[src/rtl/mcu0_intc_pkg.sv]
// mcu0_intc_pkg: shared state encoding, register map and defaults for the mcu0 interrupt controller.
package mcu0_intc_pkg;

    localparam int NIRQ_DEF = 8;
    localparam int IDW_DEF  = 3;

    localparam logic [1:0] REG_MASK = 2'd0;
    localparam logic [1:0] REG_PEND = 2'd1;
    localparam logic [1:0] REG_INSV = 2'd2;
    localparam logic [1:0] REG_STAT = 2'd3;

    typedef enum logic [1:0] {
        IDLE    = 2'd0,
        REQ     = 2'd1,
        SERVICE = 2'd2
    } state_t;

endpackage

[src/rtl/mcu0_intc_prio.sv]
// mcu0_intc_prio: lowest-index priority encoder over channels 1..NIRQ-1 (channel 0 never requests).
module mcu0_intc_prio #(
    parameter int NIRQ = 8,
    parameter int IDW  = 3
) (
    input  logic [NIRQ-1:1] req,
    output logic            valid,
    output logic [IDW-1:0]  id
);

    always_comb begin
        id = '0;
        for (int i = NIRQ - 1; i > 0; i--)
            if (req[i]) id = IDW'(i);
    end

    assign valid = |req;

endmodule

[src/rtl/mcu0_intc.sv]
// mcu0_intc: priority interrupt controller feeding the mcu0 interrupt/irq inputs.
// Define MCU0_INTC_LEVEL_EN for level-sensitive requests; default is rising-edge latched.
module mcu0_intc
    import mcu0_intc_pkg::*;
#(
    parameter int NIRQ = NIRQ_DEF,
    parameter int IDW  = IDW_DEF
) (
    input  logic            clock,
    input  logic            reset_n,
    input  logic [NIRQ-1:0] irq_req,
    input  logic            int_ack,
    input  logic            eoi,
    input  logic            wr_en,
    input  logic [1:0]      addr,
    input  logic [7:0]      wr_data,
    output logic [7:0]      rd_data,
    output logic            interrupt,
    output logic [IDW-1:0]  irq
);

    state_t          state, state_nx;
    logic [IDW-1:0]  irq_nx, win_id;
    logic [NIRQ-1:0] mask, pend_q, pending, inservice, cand, sw_set, w1c, ack_clr, hit;
    logic            win_vld, spurious, ack_ok;

    assign hit     = NIRQ'(1) << irq;
    assign ack_ok  = int_ack && state == REQ;
    assign ack_clr = ack_ok ? hit : '0;
    assign sw_set  = (wr_en && addr == REG_STAT) ? {wr_data[NIRQ-1:1], 1'b0} : '0;
    assign w1c     = (wr_en && addr == REG_PEND) ? wr_data[NIRQ-1:0] : '0;

`ifdef MCU0_INTC_LEVEL_EN
    // pend_q only holds software triggers; the live request lines are ORed in.
    assign pending = irq_req | pend_q;

    always_ff @(posedge clock or negedge reset_n)
        if (!reset_n) pend_q <= '0;
        else pend_q <= (pend_q & ~(w1c | ack_clr)) | sw_set;
`else
    logic [NIRQ-1:0] req_q;

    assign pending = pend_q;

    // Set terms are ORed last so a new edge or trigger beats a same-cycle clear.
    always_ff @(posedge clock or negedge reset_n)
        if (!reset_n) begin
            req_q  <= '0;
            pend_q <= '0;
        end else begin
            req_q  <= irq_req;
            pend_q <= (pend_q & ~(w1c | ack_clr)) | sw_set | (irq_req & ~req_q);
        end
`endif

    assign cand = pending & mask;

    mcu0_intc_prio #(.NIRQ(NIRQ), .IDW(IDW)) u_prio (
        .req   (cand[NIRQ-1:1]),
        .valid (win_vld),
        .id    (win_id)
    );

    always_comb begin
        state_nx = state;
        irq_nx   = irq;
        case (state)
            IDLE:    if (win_vld) begin
                state_nx = REQ;
                irq_nx   = win_id;
            end
            REQ:     state_nx = int_ack ? SERVICE : cand[irq] ? REQ : IDLE;
            SERVICE: if (eoi) state_nx = IDLE;
            default: state_nx = IDLE;
        endcase
    end

    always_ff @(posedge clock or negedge reset_n)
        if (!reset_n) begin
            state <= IDLE;
            irq   <= '0;
        end else begin
            state <= state_nx;
            irq   <= irq_nx;
        end

    always_ff @(posedge clock or negedge reset_n)
        if (!reset_n) begin
            mask      <= '0;
            inservice <= '0;
            spurious  <= 1'b0;
        end else begin
            if (wr_en && addr == REG_MASK) mask <= {wr_data[NIRQ-1:1], 1'b0};
            if (ack_ok) inservice <= hit;
            else if (eoi && state == SERVICE) inservice <= '0;
            if (int_ack && state != REQ) spurious <= 1'b1;
            else if (wr_en && addr == REG_STAT && wr_data[0]) spurious <= 1'b0;
        end

    assign interrupt = state == REQ;

    assign rd_data = addr == REG_MASK ? 8'(mask) :
                     addr == REG_PEND ? 8'(pending) :
                     addr == REG_INSV ? 8'(inservice) :
                     {spurious, 1'b0, state, 1'b0, 3'(irq)};

endmodule

[config.mk]
export PLATFORM = sky130hd
export DESIGN_NAME = mcu0_intc
export DESIGN_NICKNAME = d
export VERILOG_FILES = /design/src/rtl/mcu0_intc_pkg.sv /design/src/rtl/mcu0_intc_prio.sv /design/src/rtl/mcu0_intc.sv
export SDC_FILE = /design/constraint.sdc
export NUM_CORES = 1
export LEC_CHECK = 0
export CAP_MARGIN = 10
export CORE_ASPECT_RATIO = 0.6
export CORE_MARGIN = 2
export CORE_UTILIZATION = 40
export CTS_BUF_LIST = sky130_fd_sc_hd__clkbuf_8 sky130_fd_sc_hd__clkbuf_16
export DETAILED_ROUTE_END_ITERATION = 6
export SYNTH_ARGS = -nofsm -noshare
export SYNTH_HDL_FRONTEND = slang
export SYNTH_HIERARCHICAL = 1
export SYNTH_SLANG_ARGS = --single-unit
[constraint.sdc]
create_clock -name clock -period 4.4 [get_ports clock]
set_clock_uncertainty 0.15 [all_clocks]
set_input_delay 0.44 -clock clock [delete_from_list [all_inputs] [get_ports clock]]
set_output_delay 0.44 -clock clock [all_outputs]
set_load 0.02 [all_outputs]
Word-level counts from Yosys, hierarchy flattened

Index checks and enable logic that the tools add are counted.

Register bits: 37
Latch bits: 0
Memory bits (writable): 0
Bits in read-only memories: 0
Bits of input ports: 23
Output and inout port bits: 12
Memories: 0

$add $sub $neg: 0
Multiply operators: 0
Div/mod/pow operators: 0
$lt $le $gt $ge: 1
Eq/ne operators: 8
Shifts and indexed selects: 1
Multiplexer cells: 24
Bitwise gates (word level): 8
Reduce and logical (&&, ||, !) cells: 14

Operators with widths:

| cell                  | count |
|---|---|
| $mux W8               | 8 |
| $and A8 B8 Y8         | 3 |
| $or A8 B8 Y8          | 3 |
| $mux W3               | 7 |
| $not A8 Y8            | 2 |
| $shl A1 B3 Y8 const A | 1 |
| $logic_and A1 B1 Y1   | 7 |
| $reduce_or A7 Y1      | 1 |
| $eq A2 B2 Y1 const B  | 3 |
| $mux W2               | 3 |
| $pmux W2 S3           | 1 |
| $eq A2 B1 Y1 const B  | 2 |
| $logic_not A2 Y1      | 2 |
| $lt A3 B4 Y1 const B  | 1 |
| $mux W1               | 4 |
| $ne A2 B1 Y1 const B  | 2 |
| $reduce_and A2 Y1     | 2 |
| $reduce_bool A2 Y1    | 2 |
| $bmux W1 S3           | 1 |
| $ne A2 B2 Y1 const B  | 1 |

Logic depth before layout (Yosys ltp)

Word-level depth: 8
Gate-level depth with buffers: 7

Hierarchy

The synthesis kept the hierarchy.

Modules (own cells, without submodules):

| module         | instances | cells each | area an instance (µm²) |
|---|---|---|---|
| mcu0_intc      | 1         | 163        | 1815.5 |
| mcu0_intc_prio | 1         | 12         | 68.8 |

Worst setup path before layout

OpenSTA, ideal clock, no wires.

Kind: register to output
Start point: reg irq[0]
End point: out rd_data[0]
Arrival: 1.180 ns
Setup slack: 2.630 ns
Cell stages (with the launch flop): 5
Path buffers: 1
Cells stage by stage: dfrtp_1 > buf_2 > mux2_2 > nand2_1 > o21ai_0

Word-level cells in the longest chain between the ends: 3

RTL lines:

| item                     | RTL line         | text |
|---|---|---|
| start: declaration       | mcu0_intc.sv:19  | `output logic [IDW-1:0] irq` |
| start signal: assignment | mcu0_intc.sv:84  | `irq <= irq_nx;` |
| $mux W8                  | mcu0_intc.sv:104 | `addr == REG_INSV ? 8'(inservice) :` |
| $mux W8                  | mcu0_intc.sv:103 | `addr == REG_PEND ? 8'(pending) :` |
| $mux W8                  | mcu0_intc.sv:102 | `assign rd_data = addr == REG_MASK ? 8'(mask) :` |
| end: declaration         | mcu0_intc.sv:17  | `output logic [7:0] rd_data,` |

No other way between the ends.

Worst setup path after layout

Start point: in addr[0]
End point: out rd_data[0]

Word-level cells in the longest chain between the ends: 4
Elaborated cells between the ends (all ways): 6

RTL lines:

| item               | RTL line         | text |
|---|---|---|
| start: declaration | mcu0_intc.sv:15  | `input logic [1:0] addr,` |
| $eq A2 B2 Y1       | mcu0_intc.sv:104 |  |
| $mux W8            | mcu0_intc.sv:104 |  |
| $mux W8            | mcu0_intc.sv:103 |  |
| $mux W8 *          | mcu0_intc.sv:102 |  |

Every way passes the cells marked *; elsewhere a longest branch is shown, timed or not.

==> results.py <==
metrics = {
    "clock_network": {
        "postCtsHoldBufs": 0,
        "numClockSinks": 37,
        "numCtsBuffers": 5,
        "cts_setup_buffers": 0,
        "cts_max_level": 2,
        "clock_path_buffers": 2,
        "clkLatencyLatePin_ns": 0.28,
        "clk_pin_slew_ns": 0.07,
        "clk_root_buffer_cell": "clkbuf_8",
        "cts_tree": "yes",
        "ctsResizeCount": 0,
    },
    "global_routing": {
        "grt_pass1_vias": 1503,
        "use_met3_pct": 4.76,
        "grt_use_met2_pct": 28.8,
        "grt-busiest-layer": "met2",
        "gr-usage-all-layers_pct": 19.1,
        "grt_max_degree": 38,
        "gr-usage-met1_pct": 28.0,
        "antenna_found_initial": 0,
        "gr-total-overflow": 0,
        "grt_pass1_wl_um": 7540,
    },
    "logic_synthesis": {
        "synth_flop_cell": "dfrtp_1",
        "async_flop_share_pct": 100,
        "ys_seq_elements": 37,
        "syn_area_mm2": 0.00188,
        "yosysSeqAreaShare_pct": 49.1,
        "avgSynthCellArea_um2": 10.8,
        "yosysUniqueCellTypes": 36,
        "synth-edff-count": 0,
        "synth_fp_nets": 198,
        "yosys_warnings": 6,
        "netlist_instances": 175,
    },
    "final_layout": {
        "diodes": 0,
        "syn_to_final_growth_pct": 26.6,
        "final_cells": 276,
        "final_cell_area_mm2": 0.00239,
        "drive_gt1_share_pct": 13.1,
        "finalNetCount": 235,
        "post-route-util_pct": 52.5,
    },
    "floorplan": {
        "die_w_um": 92.6,
        "die_area_mm2": 0.00529,
        "chipHeight_um": 57.2,
        "rows": 19,
        "io_pins": 35,
        "core_region_area_mm2": 0.00454,
        "initial_core_util_pct": 41.5,
    },
    "pwr": {
        "p_clk_share_pct": 23.6,
        "seqPwrFrac_pct": 40.5,
        "ir_drop_uv": 275,
        "switching_share_pct": 34.1,
        "power.density_mw_per_mm2": 535,
        "p_switching_uw": 435,
        "power_frac_comb_pct": 36.0,
        "p_total_mw": 1.28,
        "p_int_uw": 840,
        "power.leakage_nw": 1.08,
    },
    "routing": {
        "drt_wl_total_um": 4560,
        "vias_per_cell": 5.36,
        "drtIter0Drc": 114,
        "via_count": 1479,
        "routedWlPerCell_um": 16.5,
        "drc": 0,
        "first_pass_iters": 4,
        "ant_nets": 0,
    },
    "place": {
        "place_hpwl_um": 3300,
        "port_buffers": 34,
        "dp_slack_ns": 1.24,
        "globalplace.congestion": 0.768,
        "place_inst": 268,
        "placed_area_mm2": 0.00227,
    },
    "critical_path": {
        "critPathRequiredTime_ns": 3.81,
        "worstPathMaxFanout": 13,
        "reg2reg_slack_ns": 2.58,
        "critPathKind": "in2out",
        "startpoint_type": "primary input",
        "endpoint_kind": "output pin",
        "arrival_ns": 2.58,
    },
    "sta": {
        "holdWs_ns": 0.106,
        "fin_tns_setup_ns": 0,
        "max-slew-margin-rel_pct": 44.2,
        "setup_viol": 0,
        "min_period_ns": 3.17,
        "rsz0062_at_grt": "false",
        "slew_viol_final": 0,
        "fmaxAchievable_mhz": 316,
        "final_hold_viol_count": 0,
        "worst_slack_ns": 1.23,
        "min_period_over_period_pct": 72.0,
        "max_slew.worst_pin.slew_ns": 0.837,
    },
    "outcome": {
        "status": "completed",
    },
    "run": {
        "cap_violations": 0,
    },
    "hold_path": {
        "hp-class": "in2async",
    },
}
==> final cells by class <==
| type | instances | area (µm²) |
|---|---|---|
| Sequential cell | 37 | 926 |
| Tap cell | 63 | 78.8 |
| Clock buffer | 6 | 82.6 |
| Timing Repair Buffer | 34 | 335 |
| Clock inverter | 2 | 33.8 |
| Fill cell | 405 | 2150 |
| Inverter | 19 | 71.3 |
| Multi-Input combinational cell | 115 | 858 |
==> worst max-delay path, cell delays in order <==
cell,delay (ns)
clkdlybuf4s50_1,0.98
mux2_2,0.42
nand2_1,0.06
o21ai_0,0.10
clkdlybuf4s50_1,0.57
==> power by group through the flow <==
stage / clock, mW / sequential [mW] / combinational [mW]
2_1_floorplan: 0 / 0.493 / 0.303
3_3_place_gp: 0 / 0.519 / 0.450
3_5_place_dp: 0 / 0.522 / 0.458
4_1_cts: 0.308 / 0.516 / 0.461
5_1_grt: 0.326 / 0.530 / 0.501
6_report: 0.301 / 0.516 / 0.459
==> placed cells by master (no fill, tap or decap), types with 2 or more instances in the layout <==
cell             instances
a22o_1                   2
mux4_2                   6
mux2_2                   9
clkdlybuf4s50_1         33
nand2b_1                 2
dfrtp_1                 37
nor3_1                   2
nand2_1                 13
inv_1                   20
clkbuf_8                 6
a21o_1                   8
o21ai_0                 21
nor2b_1                  9
a21oi_1                 10
mux2i_1                  2
and3_1                   2
nand3b_1                 2
nor2_1                   8
and2_1                   3
==> Yosys cell counts, drive strengths merged (3+ instances only) <==
library cell  instances  area, µm²
and2                  3       18.8
nor3b                 3       38.8
dfrtp                37        926
inv                  19       71.3
mux4                  6        135
mux2                  9        101
o21ai                21        105
a21o                  8       60.1
a21oi                10       50.1
nor2                  8       30.0
nand2                13       48.8
buf                   4       28.8
nor2b                 9       56.3
==> cells by family after synthesis <==
family,Yosys count,synth area share [%]
simple gates,51,16.4
flops,37,49.1
compound gates,47,15.5
mux,17,13.6
buf+inv,23,5.31
==> registers in the layout, summed over array words and instances, names as in the netlist <==
register / count
pend_q: 8
spurious: 1
irq: 3
state: 2
inservice: 8
req_q: 8
mask: 7
==> path summary, 6_finish.rpt <==
| path | start | end | depth (start not counted) |
|---|---|---|---|
| setup reg to reg | pend_q[4]$_DFF_PN0_ | state[0]$_DFFE_PN0P_ | 7 |
| min in group clock | req_q[0]$_DFF_PN0_ | pend_q[0]$_DFF_PN0_ | 1 |
| max in group asynchronous | reset_n | req_q[2]$_DFF_PN0_ | 1 |
| hold / removal | reset_n | pend_q[7]$_DFF_PN0_ | 1 |
| hold reg to reg | req_q[0]$_DFF_PN0_ | pend_q[0]$_DFF_PN0_ | 1 |
| setup / recovery | addr[0] | rd_data[0] | 5 |
==> metal layers <==
layer / vias up / share of wire (%)
met4: 0 / 0
li1: 693 / -
met2: 36 / 45
met1: 750 / 49
met3: 0 / 5.3
met5: - / 0
Power figures use the tool's default switching activity.
